### src/rtl/noc_input_port.sv
// Router input buffer: FIFO of flits with XY route computed on write.
// Optional sticky error flag err_o is built when NOC_INPORT_ERR_EN is defined.
module noc_input_port #(
    parameter int DEPTH   = 4,
    parameter int X_COORD = 0,
    parameter int Y_COORD = 0
) (
    input  logic                       clk,
    input  logic                       rst,
    input  logic [15:0]                data_i,
    input  logic                       valid_i,
    output logic                       ready_o,
    input  logic                       pop_req_i,
    output logic [15:0]                q_o,
    output logic [2:0]                 address_route_o,
    output logic                       valid_o,
`ifdef NOC_INPORT_ERR_EN
    output logic                       err_o,
`endif
    output logic [$clog2(DEPTH):0]     count_o
);

    localparam int AW = $clog2(DEPTH);
    localparam int CW = AW + 1;
    localparam logic [CW-1:0] FULL_CNT = CW'(DEPTH);
    localparam logic [3:0]    X_C      = 4'(X_COORD);
    localparam logic [3:0]    Y_C      = 4'(Y_COORD);

    typedef enum logic [2:0] {
        ROUTE_N    = 3'd0,
        ROUTE_S    = 3'd1,
        ROUTE_E    = 3'd2,
        ROUTE_W    = 3'd3,
        ROUTE_L    = 3'd4,
        ROUTE_NONE = 3'd7
    } route_e;

    typedef struct packed {
        logic [15:0] data;
        route_e      route;
    } entry_t;

    entry_t          mem [DEPTH];
    logic [AW-1:0]   rd_ptr, wr_ptr;
    logic [CW-1:0]   count;
    route_e          in_route;
    logic            full, empty, push, pop;

    assign full  = (count == FULL_CNT);
    assign empty = (count == '0);
    assign push  = valid_i && !full;
    assign pop   = pop_req_i && !empty;

    // X is resolved before Y, so a flit only turns N/S once its column matches.
    always_comb begin
        in_route = ROUTE_L;
        if (data_i[7:4] > X_C)      in_route = ROUTE_E;
        else if (data_i[7:4] < X_C) in_route = ROUTE_W;
        else if (data_i[3:0] > Y_C) in_route = ROUTE_N;
        else if (data_i[3:0] < Y_C) in_route = ROUTE_S;
    end

    always_ff @(posedge clk) begin
        if (rst) begin
            rd_ptr <= '0;
            wr_ptr <= '0;
            count  <= '0;
        end else begin
            if (push) wr_ptr <= wr_ptr + 1'b1;
            if (pop)  rd_ptr <= rd_ptr + 1'b1;
            case ({push, pop})
                2'b10:   count <= count + 1'b1;
                2'b01:   count <= count - 1'b1;
                default: count <= count;
            endcase
        end
    end

    // Storage is not reset; the gated head outputs hide stale entries.
    always_ff @(posedge clk) begin
        if (push) mem[wr_ptr] <= '{data: data_i, route: in_route};
    end

`ifdef NOC_INPORT_ERR_EN
    always_ff @(posedge clk) begin
        if (rst)
            err_o <= 1'b0;
        else if ((pop_req_i && empty) || (valid_i && full))
            err_o <= 1'b1;
    end
`endif

    assign ready_o         = !full;
    assign valid_o         = !empty;
    assign count_o         = count;
    assign q_o             = empty ? 16'h0000 : mem[rd_ptr].data;
    assign address_route_o = empty ? ROUTE_NONE : mem[rd_ptr].route;

endmodule
### config.mk
export PLATFORM = sky130hd
export DESIGN_NAME = noc_input_port
export DESIGN_NICKNAME = d
export VERILOG_FILES = /design/src/rtl/noc_input_port.sv
export SDC_FILE = /design/constraint.sdc
export NUM_CORES = 1
export LEC_CHECK = 0
export CAP_MARGIN = 25
export CORE_ASPECT_RATIO = 0.6
export CORE_MARGIN = 5
export CORE_UTILIZATION = 55
export CTS_CLUSTER_SIZE = 40
export DETAILED_ROUTE_END_ITERATION = 7
export GPL_TIMING_DRIVEN = 0
export PLACE_DENSITY = 0.83
export SYNTH_ARGS = -nofsm -noshare
export SYNTH_HDL_FRONTEND = slang
export SYNTH_SLANG_ARGS = --single-unit
### constraint.sdc
create_clock -name clk -period 4 [get_ports clk]
set_input_delay 0.8 -clock clk [delete_from_list [all_inputs] [get_ports clk]]
set_output_delay 0.8 -clock clk [all_outputs]
set_load 0.02 [all_outputs]
Word-level counts from Yosys, hierarchy flattened
Memory sizes are Yosys's and may differ from the RTL's. A register that Yosys moved wholly into a read port is not among the register bits.
Index checks and enable logic that the tools add are counted.
{"block": "word_totals", "regBits": 7, "ram_bits": 76, "mem_count": 1, "out_inout_bits": 24, "elab_cells": 32}
{"name": "mem", "depth": 4, "width": 19, "rd": 1, "rd_ports_with_merged_regs": 1, "wr": 1, "line_no": "43", "rtl": "entry_t mem [DEPTH];"}
{"block": "op_classes", "muxes": 11, "magnitude_cmp": 4, "add_sub_neg": 4, "n_eq_ne": 3, "n_reduce_logical": 6}
{"operator": "$mux 16", "count": 1}
{"operator": "$mux 3", "count": 5}
{"operator": "$gt 4x1->1 const B", "count": 2}
{"operator": "$lt 4x1->1 const B", "count": 2}
{"operator": "$pmux 3 s2", "count": 1}
{"operator": "$add 2x1->2 const B", "count": 2}
{"operator": "$mux 2", "count": 2}
{"operator": "$add 3x1->3 const B", "count": 1}
{"operator": "$eq 3x3->1 const B", "count": 1}
{"operator": "$logic_not 3->1", "count": 1}
{"operator": "$sub 3x1->3 const B", "count": 1}
{"operator": "$eq 2x1->1 const B", "count": 1}
{"operator": "$eq 2x2->1 const B", "count": 1}
{"operator": "$logic_and 1x1->1", "count": 2}
{"operator": "$logic_not 1->1", "count": 2}
{"operator": "$mux 1", "count": 2}
{"operator": "$reduce_bool 2->1", "count": 1}

Depth between registers and ports, before layout
Gate-level depths: netlist of the first run.
{"block": "logic_depth", "word_depth": 5, "depth_mapped": 9}

Worst setup path after synthesis of the first run
OpenSTA, ideal clock, no wires.
{"block": "synth_path", "kind": "input-to-reg", "from": "input port valid_i", "to": "register count[2], in the netlist count_o[2]", "path_stages": 8, "t_required_ns": 3.930, "setup_slack_ns": 1.733, "arrival_ns": 2.197, "path_cell_list": "a21boi_1 inv_1 ha_1 inv_1 fa_1 xor2_1 or3_1 a21oi_1"}
{"block": "synth_between", "elab_chain_cells": 3}
{"item": "start: declaration", "line_no": "11", "rtl": "input logic valid_i,"}
{"item": "$logic_and 1x1->1 *", "line_no": "51", "rtl": "assign push = valid_i && !full;"}
{"item": "$eq 2x1->1 or $eq 2x2->1 (tied branches)", "line_no": "71", "rtl": "case ({push, pop})"}
{"item": "$pmux 3 s2 or $reduce_bool 2->1 (tied branches)"}
{"item": "end signal: assignment", "line_no": "72", "rtl": "2'b10: count <= count + 1'b1;"}
{"item": "end signal: assignment", "line_no": "73", "rtl": "2'b01: count <= count - 1'b1;"}
{"item": "end signal: assignment", "line_no": "74", "rtl": "default: count <= count;"}
{"item": "end: declaration", "line_no": "45", "rtl": "logic [CW-1:0] count;"}
Mark *: on every way between the ends. The rest lies on a longest branch, timed or not.
A chain may end at the register's enable or synchronous reset.

==> summary.md, run 1 <==
| Metric | Value |
|---|---|
| Final Util | 70.6% |
| Crit path depth | 5 |
| Number of remaining DRC errors | 0 |
| Worst setup EP type | primary output |
| DPL Wire Length | 3630 um |
| CP bufs+invs | 3 |
| Buffers on Ports | 42 |
| Setup TNS | 0 ns |
| Vias after detailed routing | 1625 |
| Final slew viol count | 0 |
| Worst-path clk slew | 0.08 ns |
| Skew final | 0.0100 ns |
| Placed Instance Area | 0.00381 mm2 |
| Crit Path Max Fanout | 10 |
| Num rows | 21 |
| Core area | 0.00568 mm2 |
| Async set-reset flop share out of synthesis | 0% |
| Layout cell share with drive strength beyond 1 | 16.0% |
| Number of flops mapped to enable cells by yosys | 72 |
| Critical Path AT | 2.25 ns |
| First-pass GRT wire length | 8580 um |
| Die width | 110 um |
| Synth Cell Area | 0.00329 mm2 |
| Yosys cell types | 29 |
| CTS max path bufs | 2 |
| Post-synthesis compound-gate area fraction | 1.22% |
| Average wire per standard cell | 17.6 um |
| CTS tree | done |
| Final hold vios | 0 |
| Htree depth | 3 |
| Fin crit period | 3.05 ns |
| CTS resizes | 0 |
| CP Launch Type | flip-flop |
| Post-Synth Simple-Gate Area | 7.50% |
| Crit-path most repeated cell | buf_2 |
| Largest family of logic cells by synthesized area | multiplexers |
| Share of the synthesized area in the top cell type | 65.8% |
| # hold bufs at CTS | 0 |
| Setup Fix Bufs, Post-CTS | 0 |
| YS warnings | 0 |
| Antenna violations before repair | 0 |
| Root Buffer | clkbuf_8 |
| DRT Pass-1 Iters | 4 |
| Largest net degree at the start of global routing | 19 |
| Die area | 0.00767 mm2 |
| Mapped Nets | 199 |
| Setup violators final | 0 |
| Ranking of synthesized cells by area | edfxtp_1 66%, mux4_2 6.9%, mux4_1 6.4% |
| Leak Pwr | 1.34 nW |
| Hold WS | 0.524 ns |
| Mux contribution to synthesized area | 13.9% |
| Initial Utilization | 57.9% |
| R2R Setup Slk | 1.86 ns |
| WP data required | 3.20 ns |
| Post-Synth XOR/XNOR Area | 0.799% |
| ANT cells | 0 |
| I/O pins | 44 |
| Post-synthesis sequential area ratio | 71.3% |
| Crit-path max cell delay | 0.57 ns |
| Fmax | 328 MHz |
| PnR worst setup slack | 0.954 ns |
| Max Cap Violations | 0 |
| Slew headroom | 37.8% |
| Final Cycle Share | 76.1% |
| R2R depth | 3 |
| Grt total ovfl | 0 |
| Finished layout cell area | 0.00401 mm2 |
| CP Cell Sequence | buf_2, buf_2, mux4_2, nor2b_1, clkdlybuf4s50_1 |
| TritonCTS buffer count | 9 |
| RSZ-0062 raised after global routing | false |
| Area growth from synthesis to layout | 22.0% |
| Die H | 69.9 um |
| Routed WL | 5480 um |
| Synth Flop Type | edfxtp_1 |
| Nets@finish | 252 |
| Clock latency on the worst-skew pair | 0.35 ns |
| Post-Syn Instances | 173 |
| Status | finished, final reports clean |
| Hold depth | 2 |
| Clk sinks | 81 |
| Setup Crit Path Kind | flip-flop to primary output |
| ANT nets after route | 0 |
| Synth area leader | edfxtp_1 |
| Number of global-route vias before repair | 1621 |
| Placer Congestion | 0.705 |
| Syn Area/Cell | 19.0 um2 |
| Power Density | 650 mW/mm2 |
| All-Layer GR Usage | 15.8% |
| Drt via density | 5.23 |
| Worst path slowest cell | clkdlybuf4s50_1 |
| Place WS | 1.07 ns |
| Worst IR drop on VDD | 0.000322 V |
| Initial drt markers | 106 |
| Synth Area in Adders | 2.51% |
| #FFs+latches synth | 81 |
| Least-Margin Pin Slew | 0.933 ns |
| CP delay by family, top | buffers and inverters |
| Hold WC Path Type | flip-flop to flip-flop |
-- worst register-to-register path, stage by stage (launching register included) --
cell,delay [ns]
dfxtp_1,0.44
nor2_1,0.09
a21boi_1,0.42
and2_1,0.82
-- final cells by class --
cell class	instances	area (um2)
flip-flops and latches	81	2340
clock buffers	9	124
plain buffers	8	62.6
inverters	8	30.0
clock inverters	7	77.6
repair buffers	42	420
multi-input cells	76	852
well taps	80	100
fillers	390	1670
-- final timing paths --
check                    end  startpoint
setup / recovery      q_o[6]   flip-flop
hold / removal     wr_ptr[1]   wr_ptr[1]
setup reg to reg  mem[1][15]  count_o[0]
hold reg to reg    wr_ptr[1]   wr_ptr[1]
-- synthesized netlist by cell type, types with 2 or more instances --
master	n
xor2_1	3
mux4_1	8
ha_1	5
inv_1	8
mux4_2	10
dfxtp_1	9
buf_2	4
nand2b_1	2
a21oi_1	3
nor2_1	9
nand2_1	2
nor2b_1	13
and2_1	4
nor2b_4	3
or2_1	2
or4_1	2
o21ai_0	2
edfxtp_1	72
or3_1	2
-- metal layers --
metal  vias up  GRT usage [%]  share of wire (%)
li1        775              -                  -
met1       790           20.8                 42
met2        51           23.9                 49
met3         9           5.43                6.3
met4         0           6.64                1.9
met5         -              0                  0
-- stage by stage --
stage,std cells,total power (W)
after floorplan,173,0.00168
after global placement,295,0.00202
after detailed placement,295,0.00205
after CTS,311,0.00263
after global routing,311,0.00275
final,311,0.00261
-- registers in the layout (all words and copies together) (netlist names), named ones only --
register and cells:
count_o 3, rd_ptr 2, wr_ptr 2, mem 72
-- power breakdown --
part | switching, W | internal, W | leakage, nW
combinational | 0.000470 | 0.000482 | 0.510
clock | 0.000299 | 0.000296 | 0.106
sequential | 0.0000383 | 0.00102 | 0.729
-- kinds of logic (layout without fill, tap and decap cells) --
kind of cell,count (synthesis),count (layout)
adder cells (fa/ha/maj),6,6
XOR/XNOR,3,3
flip-flops,81,81
buffers and inverters,16,74
AND/OR/NAND/NOR,40,40
multiplexers,20,20
AO/OA/AOI/OAI,7,7
-- cells in the final DEF (no fill, tap or decap), drive strengths merged --
master	n
a21boi	1
a21oi	3
and2	4
buf	7
bufinv	1
clkbuf	10
clkdlybuf4s50	42
clkinv	3
dfxtp	9
edfxtp	72
fa	1
ha	5
inv	11
mux2	1
mux2i	1
mux4	18
nand2	2
nand2b	2
nor2	9
nor2b	16
nor3	1
o21ai	2
o31ai	1
or2	2
or3	2
or4	2
xor2	3
Note: power is estimated with default switching activity, not from simulation.
==> run 2, diff against run 1 <==
CORE_UTILIZATION = 49   (was 55)
PLACE_DENSITY = 0.78   (was 0.83)
clock period = 2.5 ns   (was 4 ns; I/O delays follow)
==> summary.md, run 2 (synthesis results as in run 1) <==
| Metric | Value |
|---|---|
| Skew final | 0.00832 ns |
| Clock latency on the worst-skew pair | 0.34 ns |
| CP delay by family, top | buffers and inverters |
| Area growth from synthesis to layout | 22.2% |
| Die area | 0.00850 mm2 |
| Core area | 0.00659 mm2 |
| Vias after detailed routing | 1640 |
| Leak Pwr | 1.40 nW |
| Clock share of power | 22.6% |
| Die width | 116 um |
| Worst setup EP type | primary output |
| CP Cell Sequence | buf_6, buf_12, mux4_2, nor2b_1, dlygate4sd2_1 |
| Comb power frac | 35.8% |
| CTS max path bufs | 2 |
| Switching Fraction | 30.0% |
| Psw | 0.00122 W |
| Most common cell after layout, fill and taps aside | edfxtp_1 |
| Layout cell share with drive strength beyond 1 | 18.4% |
| Seq pwr share | 41.6% |
| Total internal power | 0.00286 W |
| Num rows | 23 |
| Nets@finish | 255 |
| PnR worst setup slack | 0.0690 ns |
| Max Cap Violations | 0 |
| First-pass GRT wire length | 8290 um |
| Place WS | -0.163 ns |
| I/O pins | 44 |
| Average wire per standard cell | 16.8 um |
| Worst IR drop on VDD | 0.000511 V |
| Critical Path AT | 1.93 ns |
| Placed cells | 302 |
| Final Cycle Share | 97.2% |
| Worst-path clk slew | 0.07 ns |
| Hold WS | 0.506 ns |
| CP Launch Type | flip-flop |
| Reg with most FFs | mem |
| Placer Congestion | 0.669 |
| Grt total ovfl | 0 |
| Final hold vios | 0 |
| Clk sinks | 81 |
| Number of remaining DRC errors | 0 |
| Root Buffer | clkbuf_8 |
| TritonCTS buffer count | 9 |
| Routed WL | 5410 um |
| CP bufs+invs | 3 |
| Initial drt markers | 58 |
| WP data required | 2.00 ns |
| # hold bufs at CTS | 0 |
| Largest register FFs | 72 |
| Drt via density | 5.11 |
| Post-Layout Cell Count | 321 |
| Number of global-route vias before repair | 1611 |
| Slew headroom | 34.1% |
| Status | finished, final reports clean |
| Least-Margin Pin Slew | 0.989 ns |
| Fin crit period | 2.43 ns |
| Buffers on Ports | 42 |
| ANT nets after route | 0 |
| Htree depth | 3 |
| Die H | 73.4 um |
| Final slew viol count | 0 |
| Largest net degree at the start of global routing | 19 |
| Fmax | 411 MHz |
| Crit-path max cell delay | 0.49 ns |
| Hold WC Path Type | flip-flop to flip-flop |
| Setup violators final | 0 |
| DPL Wire Length | 3620 um |
| Crit Path Max Fanout | 10 |
| All-Layer GR Usage | 13.7% |
| Worst path slowest cell | mux4_2 |
| Setup Crit Path Kind | flip-flop to primary output |
| CTS tree | done |
| ANT cells | 0 |
| DRT Pass-1 Iters | 4 |
| Antenna violations before repair | 0 |
| Power Density | 1020 mW/mm2 |
| Initial Utilization | 49.9% |
| Most frequent cells in the layout | 72 x edfxtp_1, 24 x clkdlybuf4s50_1, 13 x nor2b_1, 13 x dlygate4sd2_1 |
==> run 2: cell count changes in the layout (fill, tap and decap cells not counted), sizes merged <==
cell           delta
clkbuf            +7
inv               -3
clkdlybuf4s50    -18
clkdlybuf4s15     +2
buf               +3
dlygate4sd2      +13
clkinv            -1
==> run 2: layer usage <==
layer	up-vias	track usage (%)	wire length [um]
li1	778	-	-
met1	817	18.7	2570
met2	43	20.8	2510
met3	2	5.27	312
met4	0	3.86	20
met5	-	0	0
==> run 2: power by group through the flow <==
stage / clock network, W / registers, W / logic (W)
after floorplan: 0 / 0.00173 / 0.000967
after global placement: 0 / 0.00172 / 0.00152
after detailed placement: 0 / 0.00173 / 0.00154
after CTS: 0.000947 / 0.00170 / 0.00145
after global routing: 0.00102 / 0.00171 / 0.00158
final: 0.000922 / 0.00170 / 0.00146
==> run 2: area by class of cell <==
class	instances	area, um2
Buffer	8	71.3
Clock buffer	13	159
Clock inverter	3	40.0
Fill cell	490	2570
Inverter	8	30.0
Multi-Input combinational cell	76	853
Sequential cell	81	2340
Tap cell	87	109
Timing Repair Buffer	45	412
==> run 2: worst reg2reg max path: cells and delay by family (launching register included) <==
kind	cells	cell delay, ns
flops	1	0.45
compound gates	1	0.41
simple gates	2	0.96
==> run 2: timing repair <==
action	4_1_cts	5_1_grt
buffers inserted	0	3
resized for setup	21	10
endpoints found under the setup margin	19	12
==> run 2: stage by stage <==
step	total power [W]	setup TNS (ns)	instance area [um2]	utilization (%)
after floorplan	0.00270	0	3290	-
after global placement	0.00325	-6.62	3820	57.9
after detailed placement	0.00327	-8.95	3820	57.9
after CTS	0.00410	0	4000	60.7
after global routing	0.00431	-0.000993	4020	60.9
final	0.00409	0	4020	60.9
==> run 2: worst paths after layout <==
kind	start	to	slack, ns	cells past startpoint
hold / removal	rd_ptr[1]	rd_ptr[1]	0.51	2
hold reg to reg	rd_ptr[1]	rd_ptr[1]	0.51	2
setup / recovery	flip-flop	q_o[3]	0.07	5
setup reg to reg	count_o[0]	mem[3][11]	0.29	3
